$ cat src/rtl/alu_pipe.sv
// Two-stage pipelined ALU with valid/ready handshakes on both sides, an accumulator and
// zero/carry flags. Stage 1 captures the operand beat; stage 2 computes and holds the result.
module alu_pipe #(
    parameter int unsigned WIDTH = 8
) (
    input  logic             clk,
    input  logic             rst_n,
    input  logic             in_valid,
    output logic             in_ready,
    input  logic [WIDTH-1:0] in_a,
    input  logic [WIDTH-1:0] in_b,
    input  logic [2:0]       opcode,
    input  logic             acc_clr,
    output logic             out_valid,
    input  logic             out_ready,
    output logic [WIDTH-1:0] alu_out,
    output logic             zero,
    output logic             carry,
    output logic             a_is_zero,
    output logic [WIDTH-1:0] acc_q
);

    localparam logic [2:0] OpPassA = 3'b000;
    localparam logic [2:0] OpSub   = 3'b001;
    localparam logic [2:0] OpAdd   = 3'b010;
    localparam logic [2:0] OpAnd   = 3'b011;
    localparam logic [2:0] OpXor   = 3'b100;
    localparam logic [2:0] OpPassB = 3'b101;
    localparam logic [2:0] OpOr    = 3'b110;
    localparam logic [2:0] OpAcc   = 3'b111;

    // Stage 1 state
    logic             s1_valid_q;
    logic [WIDTH-1:0] s1_a_q;
    logic [WIDTH-1:0] s1_b_q;
    logic [2:0]       s1_op_q;

    // Stage 2 (output) state
    logic             out_valid_q;
    logic [WIDTH-1:0] alu_out_q;
    logic             zero_q;
    logic             carry_q;
    logic             a_is_zero_q;
    logic [WIDTH-1:0] acc_reg_q;

    // Handshake
    logic s2_free;
    logic s1_adv;
    logic in_fire;

    assign s2_free  = !out_valid_q || out_ready;
    assign s1_adv   = s1_valid_q && s2_free;
    assign in_ready = !s1_valid_q || s2_free;
    assign in_fire  = in_valid && in_ready;

    // Datapath
    logic [WIDTH-1:0] acc_base;
    logic [WIDTH:0]   sum_ext;
    logic [WIDTH:0]   diff_ext;
    logic [WIDTH:0]   acc_ext;
    logic [WIDTH-1:0] res_d;
    logic             carry_d;

    // A clear landing with an advancing ACC beat takes effect before the accumulate.
    assign acc_base = acc_clr ? '0 : acc_reg_q;
    assign sum_ext  = {1'b0, s1_a_q} + {1'b0, s1_b_q};
    assign diff_ext = {1'b0, s1_a_q} - {1'b0, s1_b_q};
    assign acc_ext  = {1'b0, acc_base} + {1'b0, s1_a_q};

    always_comb begin
        res_d   = '0;
        carry_d = 1'b0;
        unique case (s1_op_q)
            OpPassA: res_d = s1_a_q;
            OpSub: begin
                res_d   = diff_ext[WIDTH-1:0];
                carry_d = diff_ext[WIDTH];
            end
            OpAdd: begin
                res_d   = sum_ext[WIDTH-1:0];
                carry_d = sum_ext[WIDTH];
            end
            OpAnd:   res_d = s1_a_q & s1_b_q;
            OpXor:   res_d = s1_a_q ^ s1_b_q;
            OpPassB: res_d = s1_b_q;
            OpOr:    res_d = s1_a_q | s1_b_q;
            OpAcc: begin
                res_d   = acc_ext[WIDTH-1:0];
                carry_d = acc_ext[WIDTH];
            end
            default: ;
        endcase
    end

    always_ff @(posedge clk) begin
        if (!rst_n) begin
            s1_valid_q <= 1'b0;
            s1_a_q     <= '0;
            s1_b_q     <= '0;
            s1_op_q    <= '0;
        end else if (in_fire) begin
            s1_valid_q <= 1'b1;
            s1_a_q     <= in_a;
            s1_b_q     <= in_b;
            s1_op_q    <= opcode;
        end else if (s1_adv) begin
            s1_valid_q <= 1'b0;
        end
    end

    always_ff @(posedge clk) begin
        if (!rst_n) begin
            out_valid_q <= 1'b0;
            alu_out_q   <= '0;
            zero_q      <= 1'b0;
            carry_q     <= 1'b0;
            a_is_zero_q <= 1'b0;
        end else if (s1_adv) begin
            out_valid_q <= 1'b1;
            alu_out_q   <= res_d;
            zero_q      <= (res_d == '0);
            carry_q     <= carry_d;
            a_is_zero_q <= (s1_a_q == '0);
        end else if (out_valid_q && out_ready) begin
            out_valid_q <= 1'b0;
        end
    end

    // Accumulator moves only when an ACC beat actually enters stage 2.
    always_ff @(posedge clk) begin
        if (!rst_n) begin
            acc_reg_q <= '0;
        end else if (s1_adv && (s1_op_q == OpAcc)) begin
            acc_reg_q <= acc_ext[WIDTH-1:0];
        end else if (acc_clr) begin
            acc_reg_q <= '0;
        end
    end

    assign out_valid = out_valid_q;
    assign alu_out   = alu_out_q;
    assign zero      = zero_q;
    assign carry     = carry_q;
    assign a_is_zero = a_is_zero_q;
    assign acc_q     = acc_reg_q;

endmodule

$ cat config.mk
export PLATFORM = sky130hd
export DESIGN_NAME = alu_pipe
export DESIGN_NICKNAME = d
export VERILOG_FILES = /design/src/rtl/alu_pipe.sv
export SDC_FILE = /design/constraint.sdc
export NUM_CORES = 1
export LEC_CHECK = 0
export ABC_AREA = 1
export CORE_MARGIN = 5
export CORE_UTILIZATION = 60
export DETAILED_ROUTE_END_ITERATION = 10
export PLACE_DENSITY = 0.87
export SLEW_MARGIN = 10
export SYNTH_ARGS = -nofsm -noshare
export SYNTH_HDL_FRONTEND = slang
export SYNTH_SLANG_ARGS = --single-unit
export TNS_END_PERCENT = 100
$ cat constraint.sdc
create_clock -name clk -period 4.9 [get_ports clk]
set_input_delay 0.735 -clock clk [delete_from_list [all_inputs] [get_ports clk]]
set_output_delay 0.735 -clock clk [all_outputs]
set_load 0.01 [all_outputs]
Yosys cells after proc, flatten, opt, wreduce, memory -nomap -nowiden

Index checks and enable logic that the tools add are counted.

Add/sub/neg operators: 3
Equality and inequality tests: 7
Multiplexer cells: 8
Bitwise logic cells: 3
Reductions and logical operators: 13

Operators with widths:

| operator                                                               | number |
|---|---|
| 8-bit one-hot mux with 8 select lines                                  | 1 |
| 8-bit by 8-bit adder with 9-bit output                                 | 2 |
| 8-bit zero test                                                        | 2 |
| 8-bit two-way mux                                                      | 2 |
| 3-bit equality test (second input constant)                            | 4 |
| 8-bit by 8-bit subtractor with 9-bit output                            | 1 |
| 8-bit bitwise AND                                                      | 1 |
| 8-bit OR                                                               | 1 |
| 8-bit XOR                                                              | 1 |
| 3-bit by 2-bit equality test with 1-bit output (second input constant) | 2 |
| 1-bit logical AND                                                      | 4 |
| 1-bit two-way mux                                                      | 4 |
| 2-bit nonzero test                                                     | 2 |
| 3-bit by 1-bit equality test with 1-bit output (second input constant) | 1 |
| 3-bit zero test                                                        | 1 |
| 1-bit one-hot mux with 3 select lines                                  | 1 |
| 1-bit zero test                                                        | 2 |
| 1-bit logical OR                                                       | 2 |

Bits in registers: 40

Longest topological paths before layout

Depth in word-level cells: 5
Depth in mapped cells: 18
Gate-level depth less buffers: 18

Least setup slack after synthesis

Ideal clock, no wire load.

Path type: input -> register
Start point: in acc_clr
End point: reg carry_q (netlist: carry)
Library setup time: 0.124 ns
Arrival time: 2.501 ns
Data required time: 4.776 ns
Path slack: 2.275 ns
Stages: 12
Buffers on the path: 1
Cell sequence: clkbuf_1 nor2_1 ha_1 fa_1 nand3_1 a21oi_1 o21ai_0 inv_1 o21ai_0 nand2_1 a21oi_1 a31oi_1

Longest elaborated chain between the ends: 3

RTL lines:

| item                                   | RTL line | RTL |
|---|---|---|
| start: declaration                     | 13       | `input logic acc_clr,` |
| 8-bit two-way mux                      | --       |  |
| 8-bit by 8-bit adder with 9-bit output | 68       | `assign acc_ext = {1'b0, acc_base} + {1'b0, s1_a_q};` |
| 1-bit one-hot mux with 3 select lines  | 73       | `unique case (s1_op_q)` |
| end signal: assignment                 | 122      | `carry_q <= carry_d;` |
| end: declaration                       | 42       | `logic carry_q;` |

No other way between the ends.
A chain may end at the register's enable or synchronous reset.

Final worst setup path

Start point: in acc_clr
End point: reg alu_out_q[6] (netlist: alu_out[6])

Longest elaborated chain between the ends: 3

RTL lines:

| item                                   | RTL line | RTL |
|---|---|---|
| 8-bit two-way mux                      | --       |  |
| 8-bit by 8-bit adder with 9-bit output | 68       |  |
| 8-bit one-hot mux with 8 select lines  | 73       |  |
| end signal: assignment                 | 120      | `alu_out_q <= res_d;` |
| end: declaration                       | 40       | `logic [WIDTH-1:0] alu_out_q;` |

No other way between the ends.

==> flow_summary.json <==
{
  "yosysTopAreaCell": "dfxtp_1",
  "synth_edf_count": 0,
  "die_height_um": 83.8,
  "rsz0062_at_grt": "no",
  "ys.flop_type": "dfxtp_1",
  "diodes": 0,
  "hold_ws_ns": 0.507,
  "finalSetupViolCount": 0,
  "async_flop_share_pct": 0,
  "cts_setup_buffers": 0,
  "seq_area_um2": 801,
  "critPathMaxStageDelay_ns": 0.65,
  "crit_chain": "clkdlybuf4s50_1 -> nor2_1 -> ha_1 -> fa_1 -> nand3_1 -> a21oi_1 -> o21ai_0 -> nand3_1 -> nand4_1 -> nor2_1 -> nand2_1 -> o211ai_1 -> inv_1",
  "drv_slew": 0,
  "ctsResizeCount": 0,
  "start_kind": "primary input",
  "regToRegSetupSlack_ns": 2.38,
  "r2r-start": "s1_a_q[2]",
  "grt_max_degree": 40,
  "p_leak_nw": 1.76,
  "power.density_nw_per_um2": 244,
  "dr.pass1.iters": 5,
  "grt_pass1_wl_mm": 15.9,
  "crit_end": "alu_out[6]",
  "p_total_mw": 0.928,
  "internal_power_mw": 0.598,
  "wl_mm": 9.67,
  "syn_nets": 555,
  "path_max_fanout": 8,
  "synth_warnings": 0,
  "crit_type": "primary input to register",
  "clkLatencyLatePin_ns": 0.30,
  "synth_top_area_share_pct": 24.5,
  "cts-htree-levels": 2,
  "arrival_ns": 3.32,
  "grt-ovfl-total": 0,
  "numCtsBuffers": 5,
  "drc": 0,
  "final_cells": 600,
  "swShare_pct": 35.5,
  "ys_types": 35,
  "ys_seq_elements": 40,
  "syn_inst": 496,
  "netlist_top_cells_area": "dfxtp_1, ha_1, nand2_1",
  "fp.dieW_um": 83.8,
  "place_hpwl_mm": 7.25,
  "synth_area_um2": 3260,
  "cts_sinks": 40,
  "r2r_end": "zero",
  "wl_per_cell_um": 16.1,
  "cts_max_path_buffers": 2,
  "syn_avg_cell_area_um2": 6.58,
  "max_slew_margin_pct": 20.2,
  "core_um2": 5200,
  "io-pin-count": 45,
  "slowest_stage": "clkdlybuf4s50_1",
  "cp-end-kind": "register",
  "num_rows": 26,
  "cts_root_buf": "clkbuf_8",
  "hold_class": "register to register",
  "ant_nets": 0,
  "power_frac_seq_pct": 40.1,
  "place_congestion": 0.965,
  "clock_power_share_pct": 31.3,
  "r2r_cells": 14,
  "grt_pass1_vias": 3362,
  "nets": 588,
  "clkTransAtPathRegs_ns": 0.09,
  "fmax_mhz": 326,
  "hold_buffers": 0,
  "port_buffers": 44,
  "dieArea_um2": 7020,
  "fin_setup_tns_ns": 0,
  "max_cap_viol_count": 0,
  "seq_area_frac_synth_pct": 24.5,
  "initial_core_util_pct": 62.7,
  "multi_input_area_um2": 2080,
  "min_period_ns": 3.07,
  "grt_usage_pct": 27.7,
  "worstMarginPinSlew_ns": 1.19,
  "hold_viol": 0,
  "pwr-share-comb_pct": 28.6,
  "cts_tree": "built",
  "drive_above_1_share_pct": 5.28,
  "via_per_inst": 5.88,
  "hp-start": "out_valid",
  "cp_data_required_time_ns": 5.15,
  "fin_skew_ns": 0.0116,
  "dp.cells": 592,
  "fillers": 433,
  "syn_to_final_growth_pct": 16.3,
  "period_share_pct": 62.7,
  "routed-via-count": 3530,
  "p_sw_mw": 0.330,
  "first_iter_violations": 317,
  "crit_start": "acc_clr",
  "antenna_found_initial": 0,
  "post-route-util_pct": 72.9,
  "ir_drop_mv": 0.222,
  "status": "completed"
}
## state kept, by name, indices dropped and copies added, names as in the netlist
register    cells
a_is_zero       1
acc_q           8
alu_out         8
carry           1
out_valid       1
s1_a_q          8
s1_b_q          8
s1_op_q         3
s1_valid_q      1
zero            1
## layer usage
layer / track usage (%) / vias up / share of wire (%)
met2: 45.2 / 214 / 45
met5: 0 / - / 0
li1: - / 1701 / -
met4: 12.9 / 0 / 3.8
met3: 4.54 / 35 / 8.9
met1: 35.5 / 1580 / 42
## how the worst min path moves through the flow
stage | end | slack, ns | depth (start not counted)
final | out_valid | 0.51 | 2
after global placement | zero | 0.49 | 2
after global routing | zero | 0.54 | 2
after detailed placement | zero | 0.49 | 2
after CTS | zero | 0.51 | 2
after floorplan | s1_b_q[0] | 0.48 | 2
## power groups by stage
stage | Sequential, mW | Clock, mW | Combinational (mW)
6_report | 0.373 | 0.290 | 0.265
5_1_grt | 0.374 | 0.305 | 0.295
4_1_cts | 0.372 | 0.289 | 0.259
3_5_place_dp | 0.379 | 0 | 0.255
3_3_place_gp | 0.379 | 0 | 0.251
2_1_floorplan | 0.367 | 0 | 0.189
## metrics by stage
| stage | setup WS, ns | area (um^2) |
|---|---|---|
| 3_3_place_gp | 1.73 | 3680 |
| 2_1_floorplan | 2.28 | 3260 |
| 3_5_place_dp | 1.61 | 3680 |
| 5_1_grt | 1.69 | 3800 |
| 6_report | 1.83 | 3800 |
| 4_1_cts | 1.89 | 3800 |
## cell families (layout without fill, tap and decap cells)
group           after synthesis  count (layout)  synth area share [%]
simple gates                240             240                  34.1
flops                        40              40                  24.5
compound gates               94              94                  15.5
fa+ha+maj                    35              35                  14.1
buf+inv                      87             121                  11.8
## cells in the mapped netlist, types with 5 or more instances
library cell	instances
a21oi_1	47
buf_6	5
clkbuf_1	10
dfxtp_1	40
ha_1	32
inv_1	63
nand2_1	106
nand3_1	49
nand4_1	15
nor2_1	51
o211ai_1	6
o21ai_0	33
## worst max-delay path, delay by kind of cell
kind,cells,cell delay [ns]
and+or+nand+nor,6,0.66
buffers and inverters,2,0.75
adders and majority gates,2,0.64
AOI/OAI and AO/OA,3,0.52
## cells in the final DEF (no fill, tap or decap), drive strengths merged, types with 3 or more instances in the layout
cell and count:
a21oi 48, nand4 15, o211ai 6, ha 32, inv 68, nand3 52, nand2 111, fa 3
clkdlybuf4s50 44, o21ai 34, clkbuf 5, nor3 4, nor2 56, dfxtp 40
## area by class of cell
type                       instances  share of cell area, %
multi-input combinational        369                   54.7
sequential                        40                   21.1
timing repair buffer              44                   11.6
inverter                          69                   7.22
tap                               70                   2.31
clock buffer                       5                   1.81
clock inverter                     3                   1.22
Power figures use the tool's default switching activity.
